## src/rtl/alu_shift_issue_if.sv

```systemverilog
// Handshake bundle between the upstream issue source and the shift issue stage,
// plus the decoded head beat presented to the shifter/ALU.
interface alu_shift_issue_if;
    logic        in_valid;
    logic        in_ready;
    logic [4:0]  in_op;
    logic [31:0] in_a;
    logic [4:0]  in_shamt;

    logic        out_valid;
    logic        out_ready;
    logic [31:0] out_data;
    logic [4:0]  out_shiftamt;
    logic        out_shift_in;
    logic        out_dir;
    logic        out_is_shift;

    modport master (
        output in_valid, in_op, in_a, in_shamt, out_ready,
        input  in_ready, out_valid, out_data, out_shiftamt, out_shift_in, out_dir, out_is_shift
    );

    modport slave (
        input  in_valid, in_op, in_a, in_shamt, out_ready,
        output in_ready, out_valid, out_data, out_shiftamt, out_shift_in, out_dir, out_is_shift
    );
endinterface

```

## src/rtl/alu_shift_issue.sv

```systemverilog
// Shift issue stage: decodes SLL/SRA beats into shifter controls at accept time,
// buffers up to two beats in a skid FIFO and counts issued shifts (saturating).
module alu_shift_issue #(
    parameter logic [4:0] OP_SLL = 5'b00100,
    parameter logic [4:0] OP_SRA = 5'b00101,
    parameter int         CNT_W  = 16
) (
    input  logic             clock,
    input  logic             reset_n,
    alu_shift_issue_if.slave bus,
    output logic [CNT_W-1:0] shift_count
);

    typedef struct packed {
        logic [31:0] data;
        logic [4:0]  shiftamt;
        logic        shift_in;
        logic        dir;
        logic        is_shift;
    } entry_t;

    logic [1:0]       count_q, count_d;
    entry_t           head_q, head_d;
    entry_t           tail_q, tail_d;
    logic             out_valid_q, out_valid_d;
    logic             in_ready_q, in_ready_d;
    logic [CNT_W-1:0] shift_count_q, shift_count_d;

    logic   push;
    logic   pop;
    entry_t dec;

    assign push = bus.in_valid & in_ready_q;
    assign pop  = out_valid_q & bus.out_ready;

    always_comb begin
        dec      = '0;
        dec.data = bus.in_a;
        if (bus.in_op == OP_SLL) begin
            dec.shiftamt = bus.in_shamt;
            dec.is_shift = 1'b1;
        end else if (bus.in_op == OP_SRA) begin
            dec.shiftamt = bus.in_shamt;
            dec.shift_in = bus.in_a[31];
            dec.dir      = 1'b1;
            dec.is_shift = 1'b1;
        end
    end

    // Head is the output register; it keeps its last value whenever the FIFO drains.
    always_comb begin
        count_d       = count_q;
        head_d        = head_q;
        tail_d        = tail_q;
        shift_count_d = shift_count_q;

        case (count_q)
            2'd0: begin
                if (push) begin
                    head_d  = dec;
                    count_d = 2'd1;
                end
            end
            2'd1: begin
                case ({push, pop})
                    2'b11: head_d = dec;
                    2'b10: begin
                        tail_d  = dec;
                        count_d = 2'd2;
                    end
                    2'b01: count_d = 2'd0;
                    default: ;
                endcase
            end
            2'd2: begin
                if (pop) begin
                    head_d  = tail_q;
                    count_d = 2'd1;
                end
            end
            default: count_d = 2'd0;
        endcase

        out_valid_d = (count_d != 2'd0);
        in_ready_d  = (count_d < 2'd2);

        if (pop && head_q.is_shift && !(&shift_count_q)) begin
            shift_count_d = shift_count_q + {{(CNT_W-1){1'b0}}, 1'b1};
        end
    end

    always_ff @(posedge clock or negedge reset_n) begin
        if (!reset_n) begin
            count_q       <= 2'd0;
            head_q        <= '0;
            tail_q        <= '0;
            out_valid_q   <= 1'b0;
            in_ready_q    <= 1'b1;
            shift_count_q <= '0;
        end else begin
            count_q       <= count_d;
            head_q        <= head_d;
            tail_q        <= tail_d;
            out_valid_q   <= out_valid_d;
            in_ready_q    <= in_ready_d;
            shift_count_q <= shift_count_d;
        end
    end

    assign bus.in_ready     = in_ready_q;
    assign bus.out_valid    = out_valid_q;
    assign bus.out_data     = head_q.data;
    assign bus.out_shiftamt = head_q.shiftamt;
    assign bus.out_shift_in = head_q.shift_in;
    assign bus.out_dir      = head_q.dir;
    assign bus.out_is_shift = head_q.is_shift;
    assign shift_count      = shift_count_q;

endmodule

```

## src/flat_wrapper.sv

```systemverilog
// flat-port wrapper written by rule: the top's interface ports become plain ports
module alu_shift_issue_flat 
#(
    parameter logic [4:0] OP_SLL = 5'b00100,
    parameter logic [4:0] OP_SRA = 5'b00101,
    parameter int         CNT_W  = 16
)
  (clock, reset_n, shift_count, bus_in_valid, bus_in_op, bus_in_a, bus_in_shamt, bus_out_ready, bus_in_ready, bus_out_valid, bus_out_data, bus_out_shiftamt, bus_out_shift_in, bus_out_dir, bus_out_is_shift);
  alu_shift_issue_if bus_i ();
  input  logic clock;
  input  logic reset_n;
  output logic [CNT_W-1:0] shift_count;
  input wire logic [$bits(bus_i.in_valid)-1:0] bus_in_valid;
  input wire logic [$bits(bus_i.in_op)-1:0] bus_in_op;
  input wire logic [$bits(bus_i.in_a)-1:0] bus_in_a;
  input wire logic [$bits(bus_i.in_shamt)-1:0] bus_in_shamt;
  input wire logic [$bits(bus_i.out_ready)-1:0] bus_out_ready;
  output wire logic [$bits(bus_i.in_ready)-1:0] bus_in_ready;
  output wire logic [$bits(bus_i.out_valid)-1:0] bus_out_valid;
  output wire logic [$bits(bus_i.out_data)-1:0] bus_out_data;
  output wire logic [$bits(bus_i.out_shiftamt)-1:0] bus_out_shiftamt;
  output wire logic [$bits(bus_i.out_shift_in)-1:0] bus_out_shift_in;
  output wire logic [$bits(bus_i.out_dir)-1:0] bus_out_dir;
  output wire logic [$bits(bus_i.out_is_shift)-1:0] bus_out_is_shift;
  assign bus_i.in_valid = bus_in_valid;
  assign bus_i.in_op = bus_in_op;
  assign bus_i.in_a = bus_in_a;
  assign bus_i.in_shamt = bus_in_shamt;
  assign bus_i.out_ready = bus_out_ready;
  assign bus_in_ready = bus_i.in_ready;
  assign bus_out_valid = bus_i.out_valid;
  assign bus_out_data = bus_i.out_data;
  assign bus_out_shiftamt = bus_i.out_shiftamt;
  assign bus_out_shift_in = bus_i.out_shift_in;
  assign bus_out_dir = bus_i.out_dir;
  assign bus_out_is_shift = bus_i.out_is_shift;
  alu_shift_issue #(.OP_SLL(OP_SLL), .OP_SRA(OP_SRA), .CNT_W(CNT_W)) u_core (.clock(clock), .reset_n(reset_n), .bus(bus_i), .shift_count(shift_count));
endmodule
```

## config.mk

```make
export PLATFORM = sky130hd
export DESIGN_NAME = alu_shift_issue_flat
export DESIGN_NICKNAME = d
export VERILOG_FILES = /design/src/rtl/alu_shift_issue_if.sv /design/src/rtl/alu_shift_issue.sv /design/src/flat_wrapper.sv
export SDC_FILE = /design/constraint.sdc
export NUM_CORES = 1
export LEC_CHECK = 0
export CORE_AREA = 2 2 102 104
export CTS_BUF_LIST = sky130_fd_sc_hd__clkbuf_16
export DETAILED_ROUTE_END_ITERATION = 7
export DIE_AREA = 0 0 104 106
export PLACE_DENSITY = 0.75
export SETUP_SLACK_MARGIN = 0.15
export SLEW_MARGIN = 15
export SYNTH_ARGS = -nofsm -noshare
export SYNTH_HDL_FRONTEND = slang
export SYNTH_SLANG_ARGS = --single-unit
```

## constraint.sdc

```tcl
create_clock -name clock -period 1.66 [get_ports clock]
set_input_delay 0.166 -clock clock [delete_from_list [all_inputs] [get_ports clock]]
set_output_delay 0.166 -clock clock [all_outputs]
set_load 0.02 [all_outputs]
```

## Word-level counts from Yosys, hierarchy flattened

Index checks and enable logic that the tools add are counted.

- Add/subtract/negate cells: 1
- $lt $le $gt $ge: 1
- Equality and inequality tests: 10
- Muxes and demuxes: 12
- Bitwise logic cells: 2
- Reductions and logical operators: 9

Operators with widths:

| kind | count |
|---|---|
| 40-bit two-way mux | 3 |
| 40-bit case mux with 3 select lines | 1 |
| 16-bit by 1-bit adder with 16-bit output, second input constant | 1 |
| 16-bit AND reduction | 1 |
| 5-bit by 3-bit == test with 1-bit output, second input constant | 2 |
| 8-bit two-way mux | 1 |
| 2-bit == test, second input constant | 3 |
| 2-bit two-way mux | 3 |
| 2-bit case mux with 3 select lines | 1 |
| 5-bit two-way mux | 1 |
| 2-bit by 1-bit == test with 1-bit output, second input constant | 2 |
| 2-bit by 1-bit != test with 1-bit output, second input constant | 2 |
| 2-bit case mux with 2 select lines | 1 |
| 4-bit AND reduction | 1 |
| 3-bit nonzero test | 1 |
| 1-bit bitwise AND | 2 |
| 1-bit logical AND | 2 |
| 2-bit zero test | 1 |
| 2-bit < comparator, second input constant | 1 |
| 2-bit != test, second input constant | 1 |
| 2-bit AND reduction | 1 |
| 2-bit nonzero test | 1 |
| 1-bit zero test | 1 |
| 1-bit two-way mux | 1 |

- Bits in registers: 100
- Output and inout port bits: 58
- Word-level logic and storage cells: 49

## Depth between registers and ports, before layout

Gate-level depths: netlist of run 1.

- Word-level depth: 5
- Gate-level depth with buffers: 7
- Depth with buffers taken out: 5

## Worst setup path after synthesis of run 1

No wires, ideal clock.

- Path type: register to register
- Start: register u_core.shift_count_q[0] (netlist: u_core.shift_count[0])
- End: register u_core.shift_count_q[4] (netlist: u_core.shift_count[4])
- Setup time: 130 ps
- Data arrival time: 1703 ps
- Path slack: -173 ps
- Cell stages (with the launch flop): 6
- Buffers on the path: 0
- Cells stage by stage: dfrtp_1 ha_1 and4_1 and4_1 or3_2 xnor2_1

- Word-level cells in the longest chain between the ends: 3
- Elaborated cells between the ends (all ways): 4

RTL lines:

| what | line | RTL |
|---|---|---|
| start: declaration | alu_shift_issue.sv:27 | `logic [CNT_W-1:0] shift_count_q, shift_count_d;` |
| start signal: assignment | alu_shift_issue.sv:106 | `shift_count_q <= shift_count_d;` |
| parallel branches: the longest is 3 deep, another holds 16-bit by 1-bit adder with 16-bit output | n/a |  |

Parallel ways; which one is timed is not known.
A chain may end at the register's enable or synchronous reset.

## Worst setup path in the final report of run 1

- Start: register u_core.count_q[0]
- End: register u_core.head_q, in the netlist u_core.bus.out_data[3]

- Word-level cells in the longest chain between the ends: 3
- Elaborated cells between the ends (all ways): 9

RTL lines:

| what | line | RTL |
|---|---|---|
| start: declaration | alu_shift_issue.sv:22 | `logic [1:0] count_q, count_d;` |
| start signal: assignment | alu_shift_issue.sv:101 | `count_q <= count_d;` |
| 2-bit == test, or another cell as far along | alu_shift_issue.sv:57 | `case (count_q)` |
| 2-bit by 1-bit != test with 1-bit output (no source line), or another cell as far along | n/a |  |
| 4-bit AND reduction (no source line) | n/a |  |
| end signal: assignment | alu_shift_issue.sv:95 | `head_q <= '0;` |
| end signal: assignment | alu_shift_issue.sv:102 | `head_q <= head_d;` |
| end: declaration | alu_shift_issue.sv:23 | `entry_t head_q, head_d;` |

Parallel ways exist; a longest one is shown, timed or not.

==> results of run 1 <==
-- stage by stage --
step | setup TNS (ns) | instances
2_1_floorplan | 0 | 415
3_3_place_gp | -4.99 | 654
3_5_place_dp | -8.25 | 654
4_1_cts | 0 | 672
5_1_grt | 0 | 689
6_report | 0 | 689
-- placed cells by master (no fill, tap or decap), drive strengths merged, types with 17 or more instances in the layout --
master	netlist	layout
mux2	36	36
buf	13	40
nand2	96	96
dlygate4sd2	0	20
dlymetal6s2s	0	17
nor2	43	43
nand3	17	17
clkdlybuf4s50	0	65
a31oi	40	40
dfrtp	99	99
-- final cells by class --
| class | count | area [sq um] |
|---|---|---|
| Inverter | 1 | 3.75 |
| Fill cell | 779 | 3610 |
| Clock buffer | 9 | 225 |
| Multi-Input combinational cell | 288 | 1820 |
| Timing Repair Buffer | 148 | 1580 |
| Tap cell | 136 | 170 |
| Clock inverter | 7 | 66.3 |
| Sequential cell | 100 | 2520 |
-- state kept, by name, indices dropped and copies added (netlist names) --
name	cells
u_core.tail_q	40
u_core.bus.out_is_shift	1
u_core.bus.out_data	32
u_core.count_q	2
u_core.bus.out_shiftamt	5
u_core.bus.in_ready	1
u_core.shift_count	16
u_core.bus.out_dir	1
u_core.bus.out_shift_in	1
u_core.bus.out_valid	1
-- final timing paths --
| check | start | end | slack [ns] | depth (start not counted) |
|---|---|---|---|---|
| max | u_core.count_q[0]$_DFF_PN0_ | u_core.bus.out_data[3]$_DFFE_PN0P_ | 0.08 | 7 |
| min in group clock | bus_in_a[11] | u_core.bus.out_data[11]$_DFFE_PN0P_ | 0.42 | 3 |
| min | reset_n | u_core.shift_count[10]$_DFFE_PN0P_ | 0.31 | 2 |
| max in group asynchronous | reset_n | u_core.bus.in_ready$_DFF_PN1_ | 0.72 | 3 |
| min reg2reg | u_core.tail_q[2]$_DFFE_PN0P_ | u_core.tail_q[2]$_DFFE_PN0P_ | 0.48 | 2 |
| max reg2reg | u_core.count_q[0]$_DFF_PN0_ | u_core.bus.out_data[3]$_DFFE_PN0P_ | 0.08 | 7 |
-- where the power goes --
group	switching [W]	internal [W]
combinational	0.00265	0.00277
sequential	0.000718	0.00349
clock	0.000885	0.00116
-- worst reg2reg max path: cells and delay by family (launching register included) --
family | cells | cell delay [ns]
buf+inv | 3 | 0.48
simple gates | 2 | 0.26
flops | 1 | 0.42
compound gates | 2 | 0.33
-- cell families (layout without fill, tap and decap cells) --
kind of cell	count (synthesis)	after routing	synth area share
xor+xnor	11	11	0.0223
mux	36	36	0.0938
flops	100	100	0.579
compound gates	60	60	0.0891
fa+ha+maj	1	1	0.00289
buf+inv	27	165	0.0278
simple gates	180	180	0.185
-- metal layers --
metal  wire length (microns)  track usage  vias up
met3                     482       0.0399       13
met1                    4870        0.235     1811
met5                       0            0        -
met4                     160       0.0676        0
li1                        -            -     1702
met2                    5640        0.324       89
-- repair_timing --
item,4_1_cts,5_1_grt
cloned,0,6
hold buffers,1,0
resized for setup,28,44
pin swaps,2,2
endpoints found under the setup margin,44,80
buffers inserted,1,11
hold endpoints to repair,28,0
==> run metrics, run 1 <==
placed wire-length estimate=7120 microns; Fmax=0.631 GHz; Synth Cell Area=4320 sq um; outcome=complete, no violations; Net Count, Synth=462; Critical Path RT=1.89 ns; placed cell areas=5720 sq um; Final Wtd Congestion=0.885; Avg WL per Cell=around 16 microns; clk sinks=100; Maximum Capacitance Violations=0; root buffer cell=clkbuf_16; via count=3615; site row count=37; Layout Utilization=0.639; die height=106 microns; Slew Limit Headroom=0.720; Async SR Flop Fraction=1.00; largest area contributor in the netlist=dfrtp_1; FF+latch count, synth=100; Worst-Skew Late Latency=between 0.3 and 0.4 ns; Gate Count Post-Synth=around 420; First DRT Iteration DRCs=133; largest net degree at the start of global routing=41; Pwr per Cell Area=1830 nW/um^2; antenna violations before repair=0; sequential area share after synthesis=0.579; post-layout worst setup margin=~0.076 ns; # IOs=approximately 100; All-Layer GR Usage=0.188; Crit path largest cell delay=between 0.4 and 0.5 ns; kind of cell adding the most delay to the critical path=buffers and inverters; design area=roughly 6400 sq um; Starting Density=0.432; pre-CTS WS=-0.233 ns; Cell Chain, Critical Path=buf_6 > nand4b_1 > o31ai_4 > buf_6 > buf_12 > nor2_2 > a31oi_1; CTS Buf Count=9; worst vdd rail ir drop=roughly 0.0011 V; core area=10000 sq um; ant diodes=0; top cells by area, synth=dfrtp_1, mux2_2, nand2_1; Die Width=about 100 microns; Main synth FF type=dfrtp_1; Post-synth EDFFs=0; Fin. Hold Viols=0; unrepaired setup endpoints after global routing=true; Period minus WS final=1.58 ns; Pre-Repair DR Iteration Count=4; nets=between 500 and 600; Vias per Instance=5.25; post-route ant nets=0; vias in the first global route=~3.5k; Hold Path Class=in -> async; warnings from Yosys=0; Routed WL=11200 microns; DRC Markers=0; Final Cycle Share=0.954; most frequent cell after synthesis=dfrtp_1; die area=11000 sq um; CTS tree=built; Critical Path Start Type=flip-flop; syn_area_per_cell=~10 sq um; crit path max fanout=5; total grt overflow=0; Setup CP Type=reg -> reg; Worst EP arrival=1.82 ns; Clock transition at path regs=0.07 ns; share of cells above drive strength 1=0.251; synth cell count leaders=dfrtp_1, nand2_1, nor2_1; library cells used by synthesis=35; CTS max path bufs=2; standby leakage power=2.86 nW; Crit-path slowest cell=dfrtp_1; number of I/O port buffers=103; first-pass GRT wire length=16700 microns; Most Frequent Cell on Critical Path=buf_6; H-tree depth=3; CP endpoint kind=flip-flop; Clock Skew=between 0.004 and 0.005 ns; Final Max Tran Viols=0; area share of the largest cell type after synthesis=0.573; Bufs and invs on worst path=3; worst slew pin tran=0.421 ns; Power, Total=0.0117 W; Setup-failing EPs final=0; worst hold margin=0.314 ns; area added between synthesis and finish=47.8%
No activity file was read; power rests on OpenSTA's default activity.
==> run 2, diff against run 1 <==
--- a/config.mk
+++ b/config.mk
@@ -5,11 +5,11 @@
 export SDC_FILE = /design/constraint.sdc
 export NUM_CORES = 1
 export LEC_CHECK = 0
-export CORE_AREA = 2 2 102 104
+export CORE_AREA = 2 2 96 98
 export CTS_BUF_LIST = sky130_fd_sc_hd__clkbuf_16
 export DETAILED_ROUTE_END_ITERATION = 7
-export DIE_AREA = 0 0 104 106
-export PLACE_DENSITY = 0.75
+export DIE_AREA = 0 0 98 100
+export PLACE_DENSITY = 0.8
 export SETUP_SLACK_MARGIN = 0.15
 export SLEW_MARGIN = 15
 export SYNTH_ARGS = -nofsm -noshare
==> constraint.sdc (replaced) <==
create_clock -name clock -period 1.51 [get_ports clock]
set_input_delay 0.151 -clock clock [delete_from_list [all_inputs] [get_ports clock]]
set_output_delay 0.151 -clock clock [all_outputs]
set_load 0.02 [all_outputs]
==> run metrics, run 2 (synthesis results as in run 1) <==
Cell Chain, Critical Path=buf_6 > and3b_2 > nand2_8 > clkbuf_16 > mux2_2; Starting Density=0.486 (+0.0540); Critical Path RT=1.74 ns (-0.15 ns); Clock Skew=0.00705 ns (+0.00276 ns); Slew Limit Headroom=0.716 (-0.00319); placed wire-length estimate=7010 microns (-1.6%); antenna violations before repair=1 (+1); post-route ant nets=0 (unchanged); Sw Pwr=0.00524 W (+23%); Avg WL per Cell=18.7 microns (+16%); worst-case reg-to-reg path depth=5 (-2); Die Width=98 microns (-5.8%); via count=3912 (+8.2%); failing checks=setup timing; nets=628 (+5.5%); DRC Markers=0 (unchanged); crit path max fanout=6 (+1); # IOs=104 (unchanged); metal2 WL=6860 microns (+22%); met1 wire length=5160 microns (+5.8%); Setup-failing EPs final=74 (+74); Maximum Capacitance Violations=0 (unchanged); Period minus WS final=1.61 ns (+0.0257 ns); Pre-Repair DR Iteration Count=4 (unchanged); Routed WL=13100 microns (+17%); Layout Utilization=0.768 (+0.129); ant diodes=0 (unchanged); clock group share of total power=0.160 (-0.016); unrepaired setup endpoints after global routing=true; first-pass GRT wire length=20100 microns (+20%); Seq pwr share=0.336 (-0.024); area added between synthesis and finish=57.9%; combinational share of power=0.504 (+0.040); Vias per Instance=5.61 (+7.0%); site row count=35 (-5.4%); CTS Buf Count=9 (unchanged); CP endpoint kind=flip-flop; Pwr per Cell Area=2000 nW/um^2 (+9.4%); clk sinks=100 (unchanged); Hold Path Class=in -> async; First DRT Iteration DRCs=187 (+41%); Internal=0.00840 W (+13%); Clock transition at path regs=0.07 ns (about the same); Final Max Tran Viols=0 (unchanged); Fin. Hold Viols=0 (unchanged); outcome=finished with violations; Final Wtd Congestion=0.760 (-14%); Worst EP arrival=1.84 ns (+0.02 ns); CTS max path bufs=2 (unchanged); root buffer cell=clkbuf_16; total grt overflow=0 (unchanged); CTS tree=built; pre-CTS WS=-0.289 ns (-0.0553 ns); die area=9800 sq um (-11%); H-tree depth=3 (unchanged); Crit-path slowest cell=dfstp_2; DR WL met3=643 microns (+33%); Crit path largest cell delay=0.55 ns (+0.13 ns); crit path launch=u_core.bus.in_ready$_DFF_PN1_; largest net degree at the start of global routing=52 (+27%); Critical Path Start Type=flip-flop; highest routed metal layer=met4; Reg with most FFs=u_core.tail_q; Reg-to-Reg Start=u_core.bus.in_ready$_DFF_PN1_; core area=8890 sq um (-11%); Final Cycle Share=1.07 (+0.112); vias in the first global route=4105 (+16%); worst vdd rail ir drop=0.00111 V (-3.0%); post-layout worst setup margin=-0.0993 ns (-0.176 ns); Worst-Skew Late Latency=0.35 ns (+0.02 ns); number of I/O port buffers=103 (unchanged); share of cells above drive strength 1=0.346 (+0.0951); Setup CP Type=reg -> reg; commonest cells after routing, fill and taps aside=nand2_1, dfrtp_1, dlygate4sd2_1, buf_4, clkdlybuf4s50_1; Fmax=0.621 GHz (-1.6%); max reg flops=40 (unchanged); All-Layer GR Usage=0.257 (+0.0691); sw frac=0.384 (+0.0199); standby leakage power=2.98 nW (+4.2%); worst slew pin tran=0.425 ns (+0.00478 ns); die height=100 microns (-5.7%)
run 2: changes by cell type in the layout (fill, tap and decap cells not counted), sizes merged, moves of 5 or more:
cell and delta:
dlymetal6s2s -17, clkdlybuf4s50 -21, dlygate4sd2 +28, clkdlybuf4s15 +5, buf +37
run 2: cell type report:
cell class	instances	area, sq um
timing repair buffer	181	1880
multi-input combinational	288	2000
clock buffer	9	225
sequential	100	2520
inverter	1	3.75
tap	111	139
clock inverter	7	52.6
fill	548	2060
run 2: power groups by stage:
stage / registers [W] / logic, W / clock network, W
2_1_floorplan: 0.00519 / 0.00246 / 0
3_3_place_gp: 0.00448 / 0.00524 / 0
3_5_place_dp: 0.00452 / 0.00539 / 0
4_1_cts: 0.00450 / 0.00605 / 0.00218
5_1_grt: 0.00471 / 0.00733 / 0.00233
6_report: 0.00458 / 0.00687 / 0.00218
run 2: worst paths after layout:
check / to / slack [ns]
worst max-delay path: u_core.tail_q[21]$_DFFE_PN0P_ / -0.1
worst min-delay path: u_core.shift_count[10]$_DFFE_PN0P_ / 0.28
worst max register to register: u_core.tail_q[21]$_DFFE_PN0P_ / -0.1
worst min register to register: u_core.shift_count[15]$_DFFE_PN0P_ / 0.49
max in group asynchronous: u_core.tail_q[23]$_DFFE_PN0P_ / 0.61
min in group clock: u_core.tail_q[3]$_DFFE_PN0P_ / 0.38
run 2: critical path, delay by kind of cell, from the launching register on:
kind,cells,cell delay (ns)
buffers and inverters,2,0.28
flip-flops,1,0.55
multiplexers,1,0.29
AND/OR/NAND/NOR,2,0.36
run 2: per-stage QoR:
stage	setup TNS, ns	instances	power, W	cell area [sq um]	hold slack (ns)
2_1_floorplan	-0.629	415	0.00765	4470	-0.145
3_3_place_gp	-17.33	647	0.00972	5840	0.120
3_5_place_dp	-20.22	647	0.00991	5840	0.122
4_1_cts	-0.945	683	0.0127	6500	0.305
5_1_grt	-5.67	697	0.0144	6830	0.314
6_report	-2.98	697	0.0136	6830	0.277
run 2: timing repair:
action / 4_1_cts / 5_1_grt
buffers inserted: 14 / 9
hold endpoints to repair: 28 / 0
gates resized for setup: 109 / 43
pin swaps: 17 / 20
gates cloned: 5 / 5
hold buffers: 1 / 0
endpoints found under the setup margin: 153 / 107
run 2: routing by layer:
layer / global-route usage / vias to the layer above
li1: - / 1777
met1: 0.314 / 1978
met2: 0.449 / 127
met3: 0.0481 / 30
met4: 0.113 / 0
met5: 0 / -
==> run 3, diff against run 2 <==
--- a/config.mk
+++ b/config.mk
@@ -5,6 +5,7 @@
 export SDC_FILE = /design/constraint.sdc
 export NUM_CORES = 1
 export LEC_CHECK = 0
+export CAP_MARGIN = 20
 export CORE_AREA = 2 2 96 98
 export CTS_BUF_LIST = sky130_fd_sc_hd__clkbuf_16
 export DETAILED_ROUTE_END_ITERATION = 7
==> results of run 3 <==
The final DEF is identical to that of run 2; final timing and power are the same.
==> edit: new RTL, flow settings as in run 3 <==
`CNT_W` is set to 16 in 2 places; all go to 18.
--- a/src/rtl/alu_shift_issue.sv
+++ b/src/rtl/alu_shift_issue.sv
@@ -3,7 +3,7 @@
 module alu_shift_issue #(
     parameter logic [4:0] OP_SLL = 5'b00100,
     parameter logic [4:0] OP_SRA = 5'b00101,
-    parameter int         CNT_W  = 16
+    parameter int         CNT_W  = 18
 ) (
     input  logic             clock,
     input  logic             reset_n,
--- a/src/flat_wrapper.sv
+++ b/src/flat_wrapper.sv
@@ -3,7 +3,7 @@
 #(
     parameter logic [4:0] OP_SLL = 5'b00100,
     parameter logic [4:0] OP_SRA = 5'b00101,
-    parameter int         CNT_W  = 16
+    parameter int         CNT_W  = 18
 )
   (clock, reset_n, shift_count, bus_in_valid, bus_in_op, bus_in_a, bus_in_shamt, bus_out_ready, bus_in_ready, bus_out_valid, bus_out_data, bus_out_shiftamt, bus_out_shift_in, bus_out_dir, bus_out_is_shift);
   alu_shift_issue_if bus_i ();
Ports: changed (resized shift_count); port bits go from 104 to 106. The function was not compared with the original's and may differ.
==> edit against run 3 <==
The flow still finishes with violations (setup timing). Worst setup slack worse by 0.022 ns. Sequential cell count up 2. Core utilization up 5.2 points. Power up 9.0%. Worst hold slack better by 0.026 ns. Area after synthesis up 0.14%. Sequential share of layout area down 1.6 points. Sequential power up 4%. Final area up 6.7%. Global-route usage down 0.56 points. Routed wire length up 5.7%.
==> edit: results (changes against run 3) <==
stage	metric	value	unit	change
status	status	finished, violations left		
status	violated checks	setup timing		
pwr	Leakage	3.20	nW	+7.3%
place	dpl ws	-0.209	ns	+0.0797 ns
logic_synthesis	Yosys cell types	32		-8.6%
pwr	combinational share of power	0.514		+0.010
pwr	PD cells	2040	nW/um^2	+2.1%
timing	Slew @ Worst Pin	0.418	ns	-0.00781 ns
place	Inst Count DP	638		-1.4%
timing	clock skew	0.0102	ns	+0.00316 ns
pwr	Clk pwr share	0.166		+0.006
route	DR iter-0 viols	214		+14%
route	vias	4013		+2.6%
critical_path	max incr delay on CP	0.57	ns	+0.02 ns
timing	final setup fails	79		+6.8%
place	RePlAce Congestion	0.795		+4.6%
die	Starting Density	0.487		+0.000704
finish	Non-Filler Instances	712		+2.2%
logic_synthesis	top cells by area, synth	dfrtp_1 (58%), mux2_2 (8.6%), nand2_1 (8.4%)		
route	wirelength, routed	13800	um	+5.7%
timing	Setup WS post-layout	-0.121	ns	-0.0216 ns
finish	# fillers	482		-12%
pwr	Max VDD drop	1.29	mV	+16%
logic_synthesis	sequential-to-total area share from yosys stat	0.590		+0.0107
global_routing	vias in the first global route	3931		-4.2%
logic_synthesis	Cells after Synth	417		+0.48%
global_routing	largest net degree at the start of global routing	40		-23%
global_routing	first-pass GRT wire length	19600	um	-2.3%
global_routing	GRT Overall Usage	0.252		-0.00560
critical_path	crit path DAT	1.89	ns	+0.05 ns
place	PortBufs	105		+1.9%
logic_synthesis	list of most frequent post-synthesis cells	dfrtp_1 (101), nand2_1 (97), nor2_1 (46), a31oi_1 (40), mux2_2 (33)		
logic_synthesis	syn_nets	464		+0.43%
place	Placed Area	5860	sq um	+0.36%
place	post-DP HPWL	6900	um	-1.6%
finish	layout cells sized above 1	0.413		+0.0662
critical_path	critical path fanouts, max	4		-2
global_routing	antenna violations before repair	0		-1
route	drt pass-1 iters	5		+1
pwr	switch share	0.377		-0.00689
## edit: cell types whose count changed in the layout (fill, tap and decap cells not counted), sizes merged, moves of 3 or more
cell / delta
nor2: +3
nor3: +3
o21ai: -6
buf: +11
xnor2: +4
and4: -4
clkdlybuf4s15: -3
a21oi: +6
## edit: cell type report
| cell class | count | area [sq um] | area share |
|---|---|---|---|
| flip-flops and latches | 102 | 2570 | 0.353 |
| repair buffers | 192 | 2020 | 0.277 |
| well taps | 111 | 139 | 0.0191 |
| multi-input cells | 289 | 2230 | 0.306 |
| clock buffers | 9 | 225 | 0.0309 |
| inverters | 2 | 7.51 | 0.00103 |
| clock inverters | 7 | 88.8 | 0.0122 |
## edit: through the flow
| step | setup TNS [ns] | hold WS, ns |
|---|---|---|
| after floorplan | -0.793 | -0.145 |
| after global placement | -9.44 | 0.109 |
| after detailed placement | -15.01 | 0.112 |
| after CTS | -1.51 | 0.298 |
| after global routing | -8.78 | 0.335 |
| final | -5.35 | 0.302 |
## edit: final timing paths
kind                                                from                             endpoint  slack [ns]  depth (start not counted)
min in group clock                          bus_in_a[25]  u_core.bus.out_data[25]$_DFFE_PN0P_        0.39                          3
min                                              reset_n    u_core.shift_count[5]$_DFFE_PN0P_        0.30                          2
max in group asynchronous                        reset_n        u_core.bus.in_ready$_DFF_PN1_        0.61                          3
min reg2reg                 u_core.tail_q[6]$_DFFE_PN0P_         u_core.tail_q[6]$_DFFE_PN0P_        0.50                          2
max                        u_core.bus.in_ready$_DFF_PN1_  u_core.bus.out_data[21]$_DFFE_PN0P_       -0.12                          8
max reg2reg                u_core.bus.in_ready$_DFF_PN1_  u_core.bus.out_data[21]$_DFFE_PN0P_       -0.12                          8
## edit: timing repair
action	in CTS	in global routing
setup endpoints to repair	156	107
gates resized for setup	105	93
cloned	8	3
buffers inserted	21	25
hold buffers	1	0
pin swaps	20	27
endpoints found under the hold margin	27	0
## edit: cell families (layout without fill, tap and decap cells)
kind of cell / after synthesis / count (layout) / synth area share
AND/OR/NAND/NOR: 181 / 181 / 0.180
flip-flops: 102 / 102 / 0.590
AO/OA/AOI/OAI: 57 / 57 / 0.0809
multiplexers: 34 / 34 / 0.0884
buffers and inverters: 26 / 210 / 0.0257
XOR/XNOR: 16 / 16 / 0.0324
adder cells (fa/ha/maj): 1 / 1 / 0.00289
## edit: worst max-delay path, delay by kind of cell (launching register included)
family	cells	cell delay (ns)
flip-flops	1	0.57
buffers and inverters	3	0.37
AND/OR/NAND/NOR	3	0.27
AO/OA/AOI/OAI	2	0.34
## edit: layer usage
metal  global-route usage  wire length (um)  vias up
met3               0.0494               741       34
met1                0.317              5350     2015
met4               0.0823               345        0
met2                0.440              7370      171
met5                    0                 0        -
li1                     -                 -     1793
